<file path="src/rtl/vga_renderer_pkg.sv">
// Shared entity codes, standard 640x480@60 timing points and the palette.
// Pure definitions: no logic, no latency.
package vga_renderer_pkg;

  typedef enum logic [1:0] {
    ENT_NOTHING    = 2'd0,
    ENT_SNAKE_HEAD = 2'd1,
    ENT_SNAKE_TAIL = 2'd2,
    ENT_APPLE      = 2'd3
  } entity_t;

  localparam int H_ACTIVE_STD = 640;
  localparam int V_ACTIVE_STD = 480;
  localparam int H_TOTAL      = 800;
  localparam int V_TOTAL      = 525;
  localparam int H_SYNC_START = 656;
  localparam int H_SYNC_END   = 752;
  localparam int V_SYNC_START = 490;
  localparam int V_SYNC_END   = 492;

  localparam logic [11:0] COLOR_BLACK   = 12'h000;
  localparam logic [11:0] COLOR_HEAD    = 12'hFF0;
  localparam logic [11:0] COLOR_TAIL    = 12'h0C0;
  localparam logic [11:0] COLOR_APPLE   = 12'hF00;
  localparam logic [11:0] COLOR_BG_OVER = 12'h400;
  localparam logic [11:0] COLOR_BG_WON  = 12'h006;

  // Sync and blank bits travelling down the alignment pipe.
  typedef struct packed {
    logic hs;
    logic vs;
    logic active;
  } timing_t;

  localparam timing_t TIMING_IDLE = '{hs: 1'b1, vs: 1'b1, active: 1'b0};

  // Overlays only tint empty background; game-over has priority over game-won.
  function automatic logic [11:0] entity_color(input entity_t ent, input logic over, input logic won);
    logic [11:0] c;
    c = COLOR_BLACK;
    case (ent)
      ENT_SNAKE_HEAD: c = COLOR_HEAD;
      ENT_SNAKE_TAIL: c = COLOR_TAIL;
      ENT_APPLE:      c = COLOR_APPLE;
      default:        c = over ? COLOR_BG_OVER : (won ? COLOR_BG_WON : COLOR_BLACK);
    endcase
    return c;
  endfunction

endpackage

</file>
<file path="src/rtl/vga_renderer_sync_2ff.sv">
// Two-flop synchroniser for a single asynchronous level.
// Latency 2 clocks, no backpressure.
module sync_2ff (
  input  logic i_clk,
  input  logic i_rst_n,
  input  logic i_d,
  output logic o_q
);

  logic r_meta;
  logic r_sync;

  always_ff @(posedge i_clk or negedge i_rst_n) begin
    if (!i_rst_n) begin
      r_meta <= 1'b0;
      r_sync <= 1'b0;
    end else begin
      r_meta <= i_d;
      r_sync <= r_meta;
    end
  end

  assign o_q = r_sync;

endmodule

</file>
<file path="src/rtl/vga_renderer.sv">
// VGA timing, entity-to-RGB mapping with frame-latched overlays, and update clock.
// x_out to pins: ENTITY_LATENCY+1 clocks; free-running, no backpressure.
module vga_renderer
  import vga_renderer_pkg::*;
#(
  parameter int H_VISIBLE         = H_ACTIVE_STD,
  parameter int H_FRONT           = H_SYNC_START - H_ACTIVE_STD,
  parameter int H_SYNC            = H_SYNC_END - H_SYNC_START,
  parameter int H_BACK            = H_TOTAL - H_SYNC_END,
  parameter int V_VISIBLE         = V_ACTIVE_STD,
  parameter int V_FRONT           = V_SYNC_START - V_ACTIVE_STD,
  parameter int V_SYNC            = V_SYNC_END - V_SYNC_START,
  parameter int V_BACK            = V_TOTAL - V_SYNC_END,
  parameter int ENTITY_LATENCY    = 1,
  parameter int FRAMES_PER_UPDATE = 8
) (
  input  logic       vga_clk,
  input  logic       reset_n,
  input  logic [1:0] entity,
  input  logic       game_over,
  input  logic       game_won,
  output logic [9:0] x_out,
  output logic [9:0] y_out,
  output logic       hsync,
  output logic       vsync,
  output logic [3:0] red,
  output logic [3:0] green,
  output logic [3:0] blue,
  output logic       frame_tick,
  output logic       update_clk_out
);

  localparam logic [9:0] L_H_MAX    = 10'(H_VISIBLE + H_FRONT + H_SYNC + H_BACK - 1);
  localparam logic [9:0] L_V_MAX    = 10'(V_VISIBLE + V_FRONT + V_SYNC + V_BACK - 1);
  localparam logic [9:0] L_H_VIS    = 10'(H_VISIBLE);
  localparam logic [9:0] L_V_VIS    = 10'(V_VISIBLE);
  localparam logic [9:0] L_HS_START = 10'(H_VISIBLE + H_FRONT);
  localparam logic [9:0] L_HS_END   = 10'(H_VISIBLE + H_FRONT + H_SYNC);
  localparam logic [9:0] L_VS_START = 10'(V_VISIBLE + V_FRONT);
  localparam logic [9:0] L_VS_END   = 10'(V_VISIBLE + V_FRONT + V_SYNC);
  localparam logic [7:0] L_FRM_MAX  = 8'(FRAMES_PER_UPDATE - 1);
  localparam logic [7:0] L_FRM_HALF = 8'(FRAMES_PER_UPDATE / 2);

  logic [9:0]  r_h_cnt;
  logic [9:0]  r_v_cnt;
  logic [9:0]  w_h_next;
  logic [9:0]  w_v_next;
  logic        r_frame_tick;
  timing_t     w_raw;
  timing_t     w_aligned;
  timing_t [ENTITY_LATENCY-1:0] r_dly;
  logic        r_hsync;
  logic        r_vsync;
  logic [11:0] r_rgb;
  logic        w_go_s;
  logic        w_gw_s;
  logic        r_go_lat;
  logic        r_gw_lat;
  logic [7:0]  r_frame_cnt;
  logic [7:0]  w_frame_next;
  logic        r_update_clk;

  always_comb begin
    w_h_next = r_h_cnt + 10'd1;
    w_v_next = r_v_cnt;
    if (r_h_cnt == L_H_MAX) begin
      w_h_next = 10'd0;
      w_v_next = (r_v_cnt == L_V_MAX) ? 10'd0 : r_v_cnt + 10'd1;
    end
  end

  // frame_tick is decoded from the next count so it lines up with x_out/y_out.
  always_ff @(posedge vga_clk or negedge reset_n) begin
    if (!reset_n) begin
      r_h_cnt      <= 10'd0;
      r_v_cnt      <= 10'd0;
      r_frame_tick <= 1'b0;
    end else begin
      r_h_cnt      <= w_h_next;
      r_v_cnt      <= w_v_next;
      r_frame_tick <= (w_h_next == 10'd0) && (w_v_next == L_V_VIS);
    end
  end

  always_comb begin
    w_raw.hs     = !((r_h_cnt >= L_HS_START) && (r_h_cnt < L_HS_END));
    w_raw.vs     = !((r_v_cnt >= L_VS_START) && (r_v_cnt < L_VS_END));
    w_raw.active = (r_h_cnt < L_H_VIS) && (r_v_cnt < L_V_VIS);
  end

  always_ff @(posedge vga_clk or negedge reset_n) begin
    if (!reset_n) begin
      for (int i = 0; i < ENTITY_LATENCY; i++) r_dly[i] <= TIMING_IDLE;
    end else begin
      r_dly[0] <= w_raw;
      for (int i = 1; i < ENTITY_LATENCY; i++) r_dly[i] <= r_dly[i-1];
    end
  end

  assign w_aligned = r_dly[ENTITY_LATENCY-1];

  sync_2ff u_go_sync (
    .i_clk   (vga_clk),
    .i_rst_n (reset_n),
    .i_d     (game_over),
    .o_q     (w_go_s)
  );

  sync_2ff u_gw_sync (
    .i_clk   (vga_clk),
    .i_rst_n (reset_n),
    .i_d     (game_won),
    .o_q     (w_gw_s)
  );

  // Overlay flags only move at the start of vertical blanking, never mid-frame.
  always_ff @(posedge vga_clk or negedge reset_n) begin
    if (!reset_n) begin
      r_go_lat <= 1'b0;
      r_gw_lat <= 1'b0;
    end else if (r_frame_tick) begin
      r_go_lat <= w_go_s;
      r_gw_lat <= w_gw_s;
    end
  end

  always_ff @(posedge vga_clk or negedge reset_n) begin
    if (!reset_n) begin
      r_hsync <= 1'b1;
      r_vsync <= 1'b1;
      r_rgb   <= 12'h000;
    end else begin
      r_hsync <= w_aligned.hs;
      r_vsync <= w_aligned.vs;
      r_rgb   <= w_aligned.active ? entity_color(entity_t'(entity), r_go_lat, r_gw_lat) : 12'h000;
    end
  end

  assign w_frame_next = (r_frame_cnt == L_FRM_MAX) ? 8'd0 : r_frame_cnt + 8'd1;

  always_ff @(posedge vga_clk or negedge reset_n) begin
    if (!reset_n) begin
      r_frame_cnt  <= 8'd0;
      r_update_clk <= 1'b0;
    end else if (r_frame_tick) begin
      r_frame_cnt  <= w_frame_next;
      r_update_clk <= (w_frame_next < L_FRM_HALF);
    end
  end

  assign x_out          = r_h_cnt;
  assign y_out          = r_v_cnt;
  assign hsync          = r_hsync;
  assign vsync          = r_vsync;
  assign red            = r_rgb[11:8];
  assign green          = r_rgb[7:4];
  assign blue           = r_rgb[3:0];
  assign frame_tick     = r_frame_tick;
  assign update_clk_out = r_update_clk;

endmodule

</file>
<file path="config.mk">
export PLATFORM = sky130hd
export DESIGN_NAME = vga_renderer
export DESIGN_NICKNAME = d
export VERILOG_FILES = /design/src/rtl/vga_renderer_pkg.sv /design/src/rtl/vga_renderer_sync_2ff.sv /design/src/rtl/vga_renderer.sv
export SDC_FILE = /design/constraint.sdc
export NUM_CORES = 1
export LEC_CHECK = 0
export ABC_AREA = 1
export CAP_MARGIN = 0
export CORE_AREA = 3 3 89 91
export DETAILED_ROUTE_END_ITERATION = 10
export DIE_AREA = 0 0 92 94
export HOLD_SLACK_MARGIN = 0.02
export PLACE_DENSITY_LB_ADDON = 0.15
export SYNTH_ARGS = -nofsm -noshare
export SYNTH_HDL_FRONTEND = slang
export SYNTH_SLANG_ARGS = --single-unit
export TNS_END_PERCENT = 100
</file>
<file path="constraint.sdc">
create_clock -name vga_clk -period 1.4 [get_ports vga_clk]
set_input_delay 0.35 -clock vga_clk [delete_from_list [all_inputs] [get_ports vga_clk]]
set_output_delay 0.35 -clock vga_clk [all_outputs]
set_load 0.03 [all_outputs]
</file>
# == After elaboration in Yosys (flattened, before gate mapping) ==
# Index checks and enable logic that the tools add are counted.
# totals
register_bits,53
output_inout_bits,36
wordCells,49
# classes
add_sub_neg,3
n_lt_le_gt_ge,7
eq_ne,7
muxes,8
reduce_logical,7
# ops
op,n
$pmux W12 S3,1
$mux W10,3
$add A10 B1 Y10 const B,2
$eq A10 B10 Y1 const B,2
$lt A10 B10 Y1 const B,2
$lt A10 B9 Y1 const B,2
$mux W12,1
$mux W11,1
$eq A10 B9 Y1 const B,1
$ge A10 B10 Y1 const B,1
$ge A10 B9 Y1 const B,1
$logic_not A10 Y1,1
$add A8 B1 Y8 const B,1
$eq A8 B3 Y1 const B,1
$lt A8 B3 Y1 const B,1
$mux W8,1
$eq A2 B2 Y1 const B,2
$logic_and A1 B1 Y1,4
$mux W3,1
$eq A2 B1 Y1 const B,1
$logic_not A1 Y1,2

# == Logic depth before layout (Yosys ltp) ==
# Gate-level depths: netlist of the first run.
# logic_depth
depth_word,5
depth_mapped,13

# == By module ==
# Synthesis of the first run repeated with hierarchy kept, for this count alone.
# unflattened
cells_unflattened,324
area_unflattened_um2,2507.4
# modules_own_cells
mod,n_inst,cells_each,area_per_inst_um2,seq_area_each_um2
vga_renderer,1,320,2407.3,1056.0
sync_2ff,2,2,50.0,50.0

# == Worst setup path before layout of the first run ==
# No wires, ideal clock.
# synth_path
path_type,flip-flop to flip-flop
from,"register r_h_cnt[1], in the netlist x_out[1]"
to,"register r_frame_tick, in the netlist frame_tick"
t_arrival_ns,1.702
slack_ns,-0.417
path_stages_with_launch,12
path_buffers,1
period_less_slack_ns,1.817
cell_sequence,dfrtp_1 > ha_1 > nand3_4 > clkinv_2 > nand3_4 > buf_6 > nor2_4 > nand2_1 > nand2_1 > nand3_1 > nand3_1 > nor2_1
# synth_via
elab_chain_len,4
# synth_rtl
element,line_no,rtl
start: declaration,vga_renderer.sv:44,logic [9:0] r_h_cnt;
start signal: assignment,vga_renderer.sv:79,r_h_cnt <= w_h_next;
$add A10 B1 Y10 / $eq A10 B10 Y1 (equally long branches),"vga_renderer.sv:64, vga_renderer.sv:66",
$mux W10,vga_renderer.sv:66,if (r_h_cnt == L_H_MAX) begin
$logic_not A10 Y1 / $eq A10 B9 Y1 (equally long branches),vga_renderer.sv:81,r_frame_tick <= (w_h_next == 10'd0) && (w_v_next == L_V_VIS);
$logic_and A1 B1 Y1 (*),vga_renderer.sv:81,
end signal: assignment,vga_renderer.sv:81,
end: declaration,vga_renderer.sv:48,logic r_frame_tick;
# Every way passes the cells marked *; elsewhere a longest branch is shown, timed or not.
# A chain may end at the register's enable or synchronous reset.

# == Final worst setup path of the first run ==
# layout_path
from,"register r_h_cnt[0], in the netlist x_out[0]"
to,"register r_frame_tick, in the netlist frame_tick"
# The elaborated chain is that of the path after synthesis.

==> impl_metrics.env, run 1 <==
export IMPL_overflow=0
export IMPL_p_sw_share_pct=25.8
export IMPL_finalPower_w=0.00236
export IMPL_io_buffers=39
export IMPL_place_inst=517
export IMPL_peakVddDrop_mv=0.338
export IMPL_vias=2506
export IMPL_drive_gt1_share_pct=44.7
export IMPL_die_y_um=94
export IMPL_place_gp_congestion=0.913
export IMPL_max_freq_mhz=623
export IMPL_grt_setup_unrepaired="true"
export IMPL_timing_hold_ws_ns=0.360
export IMPL_ant_nets=0
export IMPL_path_cells="buf_6 -> nand4_1 -> buf_4 -> o21ai_2 -> nand2_2 -> nand2_1 -> nor2_2 -> nand3_1 -> nor2_1"
export IMPL_powerDensity_nw_per_um2=591
export IMPL_setup_viol=12
export IMPL_hold_class="flip-flop to flip-flop"
export IMPL_leakagePower_nw=2.03
export IMPL_final_common_cell="nand2_1"
export IMPL_drt_pass1_iter_count=4
export IMPL_p_switching_w=0.000610
export IMPL_cts_tree="yes"
export IMPL_cp_required_ns=1.61
export IMPL_critPathKind="flip-flop to flip-flop"
export IMPL_finalClockSkew_ns=0.00648
export IMPL_clock_sinks=46
export IMPL_syn_to_final_growth_pct=58.3
export IMPL_synth_seq_cells=46
export IMPL_worstSkewPairLatency_ns=0.31
export IMPL_worstPathArrival_ns=1.82
export IMPL_synth_largest_area_cell="dfrtp_1"
export IMPL_die_x_um=92
export IMPL_drc=0
export IMPL_violations="setup timing"
export IMPL_crit_path_top_delay_cell="dfrtp_2"
export IMPL_numCtsBuffers=5
export IMPL_clockPowerShare_pct=36.9
export IMPL_dp_slack_ns=-0.208
export IMPL_dp_hpwl_um=4540
export IMPL_dieArea_um2=8650
export IMPL_grt_usage_pct=16.0
export IMPL_synth_area_um2=2520
export IMPL_first_iter_violations=130
export IMPL_start_util_pct=35.0
export IMPL_syn_inst=329
export IMPL_htree_levels=2
export IMPL_power_frac_comb_pct=5.9
export IMPL_syn_area_per_cell_um2=7.67
export IMPL_final_cell_mix="nand2_1 (81), buf_4 (64), inv_1 (51), buf_6 (36), dfrtp_1 (33)"
export IMPL_slowest_delay_ns=0.40
export IMPL_antenna_found_initial=0
export IMPL_grt_pass1_wl_um=11200
export IMPL_routedWlPerCell_um=12.5
export IMPL_placed_cell_area_um2=3380
export IMPL_cp_max_fo=5
export IMPL_ys_types=28
export IMPL_grt_max_degree=47
export IMPL_synthesis_yosys_warnings=0
export IMPL_viasPerCell=4.59
export IMPL_synth_area_top_cells="dfrtp_1 (42%), nand2_1 (14%), inv_1 (8.9%)"
export IMPL_min_period_ns=1.60
export IMPL_endpoint_kind="flip-flop"
export IMPL_synth_top_area_share_pct=41.7
export IMPL_rows=31
export IMPL_ys_seq_area_share_pct=45.8
export IMPL_min_period_over_period_pct=115
export IMPL_seqPwrFrac_pct=57.2
export IMPL_setup_ws_ns=-0.205
export IMPL_maxCapViolations=0
export IMPL_status="complete, but fails checks"
export IMPL_internal_power_w=0.00175
export IMPL_crit_path_start_kind="flip-flop"
export IMPL_slew_viol_final=0
export IMPL_first_global_vias=2414
export IMPL_ios=42
export IMPL_nNetsFinal=462
export IMPL_antennaDiodeCount=0
export IMPL_root_buffer="clkbuf_8"
export IMPL_design_area_um2=3990
export IMPL_clk_pin_slew_worst_paths_ns=0.10
export IMPL_core_area_um2=7210
export IMPL_clockBufferDepth=2
export IMPL_routed_wirelength_um=6810
export IMPL_finalNonFillerCells=546
export IMPL_hold_viol=0
[final timing paths]
| path | to | depth (start not counted) | slack (ns) | startpoint |
|---|---|---|---|---|
| min reg2reg | vsync | 0 | 0.36 | r_dly[1] |
| min | vsync | 0 | 0.36 | r_dly[1] |
| max in group asynchronous | r_dly[2] | 3 | 0.57 | reset_n |
| max | frame_tick | 9 | -0.20 | x_out[0] |
| max reg2reg | frame_tick | 9 | -0.20 | x_out[0] |
| min in group asynchronous | r_rgb[7] | 3 | 0.55 | reset_n |
[sequential cells by signal, summed over array words and instances, names as in the netlist]
signal and count:
u_gw_sync.r_meta 1, vsync 1, u_go_sync.r_meta 1, r_gw_lat 1, r_go_lat 1, update_clk_out 1, y_out 10, frame_tick 1
r_frame_cnt 8, r_dly 3, u_gw_sync.o_q 1, u_go_sync.o_q 1, hsync 1, x_out 10, r_rgb 5
[cells in the mapped netlist]
cell type,n
a21o_1,1
a21oi_1,2
buf_2,1
buf_4,7
buf_6,1
clkbuf_1,2
clkinv_2,1
conb_1,1
dfrtp_1,42
dfstp_2,4
ha_1,10
inv_1,60
nand2_1,93
nand2_2,3
nand3_1,26
nand3_4,2
nand3b_1,1
nand4_1,7
nor2_1,29
nor2_2,3
nor2_4,2
nor3_1,8
nor4_1,2
o2111ai_1,1
o21ai_0,15
o31ai_1,1
xnor2_1,1
xor2_1,3
[cell type report]
cell class,count,area [µm²]
repair buffers,118,1050
flip-flops and latches,46,1170
multi-input cells,214,1320
fillers,693,3220
clock buffers,5,68.8
clock inverters,3,25.0
inverters,61,234
well taps,99,124
[metrics by stage]
stage	util, %	TNS, ns
detailed placement	46.9	-0.770
CTS	51.0	-0.339
global route	55.3	-2.07
finish	55.3	-0.811
global placement	46.9	-0.731
floorplan	-	-0.307
[kinds of logic after synthesis]
kind of cell	synth area share [%]
AO/OA/AOI/OAI	4.32
XOR/XNOR	1.39
adder cells (fa/ha/maj)	4.96
buffers and inverters	12.2
flip-flops	45.8
other	0.149
AND/OR/NAND/NOR	31.2
[per-layer routing]
metal	GRT usage (%)	up-vias	routed length, µm
met5	0	-	0
li1	-	1245	-
met2	28.0	51	3580
met3	3.13	8	281
met4	3.47	0	46
met1	20.6	1202	2890
[power by group through the flow]
stage / Clock [W] / Sequential [W] / Combinational (W)
finish: 0.000872 / 0.00135 / 0.000139
CTS: 0.000908 / 0.00135 / 0.000147
global placement: 0 / 0.00137 / 0.000153
detailed placement: 0 / 0.00137 / 0.000153
floorplan: 0 / 0.00139 / 0.0000590
global route: 0.000973 / 0.00135 / 0.000154
[worst max-delay path, delay by kind of cell (launching register included)]
kind / cells / cell delay, ns
simple gates: 6 / 0.60
buf+inv: 2 / 0.35
compound gates: 1 / 0.15
flops: 1 / 0.40
[what timing repair did]
action | CTS | global route
buffers inserted | 6 | 16
resized for setup | 58 | 82
hold buffers | 1 | 0
endpoints found under the hold margin | 8 | 0
pin swaps | 9 | 31
setup endpoints to repair | 29 | 40
cloned | 2 | 0
No activity file was read; power rests on OpenSTA's default activity.
==> inputs of run 2 (changes only) <==
--- a/config.mk
+++ b/config.mk
@@ -7,9 +7,9 @@
 export LEC_CHECK = 0
 export ABC_AREA = 1
 export CAP_MARGIN = 0
-export CORE_AREA = 3 3 89 91
+export CORE_AREA = 3 3 79 81
 export DETAILED_ROUTE_END_ITERATION = 10
-export DIE_AREA = 0 0 92 94
+export DIE_AREA = 0 0 82 84
 export HOLD_SLACK_MARGIN = 0.02
 export PLACE_DENSITY_LB_ADDON = 0.15
 export SYNTH_ARGS = -nofsm -noshare
==> run 2 against run 1 <==
  * Setup slack worse by 0.080 ns
  * Combinational power about the same
  * Global-route usage up 3.8 points
  * Final area is 2.4% lower
  * Via count up 0.68%
  * Count of clock-buffer cells in the layout is the same
  * First-iteration DRC count shrank 12%
  * Hold slack worse by 0.0027 ns
  * Highest routed layer unchanged
  * The run still ends with setup timing left
  * Sequential power hardly changed
  * Clock skew about the same
==> impl_metrics.env, run 2 (synthesis results as in run 1) <==
export IMPL_cp_top_family="simple AND/OR/NAND/NOR gates"
export IMPL_setup_ws_ns=-0.285
export IMPL_setup_viol=14
export IMPL_grt_max_degree=47
export IMPL_critPathKind="flip-flop to flip-flop"
export IMPL_final_cell_mix="nand2_1 (84), buf_4 (66), inv_1 (49), buf_6 (34), dfrtp_1 (31)"
export IMPL_slew_viol_final=0
export IMPL_root_buffer="clkbuf_8"
export IMPL_dieArea_um2=6890
export IMPL_overflow=0
export IMPL_n_fill_cell=433
export IMPL_first_iter_violations=115
export IMPL_cts_tree="yes"
export IMPL_drc=0
export IMPL_clock_sinks=46
export IMPL_die_y_um=84
export IMPL_antenna_found_initial=0
export IMPL_hold_class="flip-flop to flip-flop"
export IMPL_powerDensity_nw_per_um2=599
export IMPL_crit_path_start_kind="flip-flop"
export IMPL_cp_num_buf_inv=2
export IMPL_peakVddDrop_mv=0.483
export IMPL_worstSkewPairLatency_ns=0.30
export IMPL_slowest_delay_ns=0.45
export IMPL_cp_max_fo=6
export IMPL_worstHoldStart="u_gw_sync.r_meta"
export IMPL_cp_required_ns=1.60
export IMPL_finalClockSkew_ns=0.00681
export IMPL_htree_levels=2
export IMPL_viasPerCell=4.87
export IMPL_timing_rr_start="x_out[4]"
export IMPL_holdPathStages=0
export IMPL_worstPathArrival_ns=1.89
export IMPL_first_global_vias=2375
export IMPL_io_buffers=39
export IMPL_crit_path_top_delay_cell="dfrtp_2"
export IMPL_antennaDiodeCount=0
export IMPL_hold_viol=0
export IMPL_status="complete, but fails checks"
export IMPL_endpoint_kind="flip-flop"
export IMPL_design_area_um2=3900
export IMPL_grt_pass1_wl_um=10800
export IMPL_leakagePower_nw=1.99
export IMPL_ff2ff_path_depth=12
export IMPL_rows=27
export IMPL_min_period_ns=1.68
export IMPL_numCtsBuffers=5
export IMPL_maxCapViolations=0
export IMPL_dp_slack_ns=-0.217
export IMPL_nNetsFinal=461
export IMPL_place_gp_congestion=0.887
export IMPL_placed_cell_area_um2=3350
export IMPL_grt_setup_unrepaired="true"
export IMPL_vias=2523
export IMPL_path_cells="inv_1 -> nor2_1 -> nand3_2 -> nor2_2 -> buf_4 -> nand2_1 -> nand2_1 -> nor2_2 -> nand2_1 -> nor2_1 -> nand2_1 -> nor2_1"
export IMPL_fin_tns_setup_ns=-1.39
export IMPL_syn_to_final_growth_pct=54.5
export IMPL_clockBufferDepth=2
export IMPL_clk_pin_slew_worst_paths_ns=0.10
export IMPL_violations="setup timing"
export IMPL_max_freq_mhz=593
export IMPL_die_x_um=82
export IMPL_min_period_over_period_pct=120
export IMPL_reg2reg_slack_ns=-0.28
export IMPL_ios=42
export IMPL_drive_gt1_share_pct=43.5
export IMPL_final_common_cell="nand2_1"
export IMPL_crit_top_cell="nand2_1"
export IMPL_ant_nets=0
export IMPL_dp_hpwl_um=4420
export IMPL_routedWlPerCell_um=13.3
export IMPL_core_area_um2=5540
export IMPL_start_util_pct=45.5
export IMPL_cp_depth=12
export IMPL_drt_pass1_iter_count=4
export IMPL_routed_wirelength_um=6900
export IMPL_grt_usage_pct=19.9
export IMPL_cp_startpoint="x_out[4]"
-- run 2: layout make-up --
class                           instances  area [µm²]  share of cell area [%]
Clock buffer                            5        68.8                    1.77
Clock inverter                          3        21.3                   0.546
Inverter                               61         234                    6.01
Multi-Input combinational cell        214        1290                    33.0
Sequential cell                        46        1170                    30.0
Tap cell                               72        90.1                    2.31
Timing Repair Buffer                  117        1030                    26.3
-- run 2: metrics by stage --
| step | std cells | hold WS, ns | power (W) | util (%) |
|---|---|---|---|---|
| finish | 518 | 0.357 | 0.00233 | 70.3 |
| global route | 518 | 0.362 | 0.00243 | 70.3 |
| CTS | 506 | 0.359 | 0.00237 | 65.7 |
| detailed placement | 490 | 0.337 | 0.00153 | 60.5 |
| global placement | 490 | 0.338 | 0.00153 | 60.5 |
| floorplan | 330 | 0.0544 | 0.00145 | - |
-- run 2: worst paths after layout --
kind | end
setup / recovery | frame_tick
hold / removal | u_gw_sync.o_q
min in group asynchronous | r_rgb[7]
hold reg to reg | u_gw_sync.o_q
max in group asynchronous | vsync
setup reg to reg | frame_tick
-- run 2: report_power, final --
group / total [W] / switching [W] / internal (W)
Sequential: 0.00135 / 0.00000557 / 0.00134
Clock: 0.000844 / 0.000492 / 0.000352
Combinational: 0.000140 / 0.0000943 / 0.0000459
Total: 0.00233 / 0.000592 / 0.00174
-- run 2: timing repair --
item / 4_1_cts / 5_1_grt
hold endpoints to repair: 13 / 0
gates cloned: 1 / 1
setup endpoints to repair: 27 / 36
setup buffers: 6 / 16
gates resized for setup: 57 / 70
hold buffers: 1 / 0
pin swaps: 10 / 22
-- run 2: layer usage --
| layer | up-vias | global-route usage, % | part of all wire [%] |
|---|---|---|---|
| met2 | 82 | 35.0 | 52 |
| met5 | - | 0 | 0 |
| li1 | 1242 | - | - |
| met3 | 19 | 3.35 | 5.0 |
| met4 | 0 | 6.34 | 2.4 |
| met1 | 1180 | 24.0 | 41 |
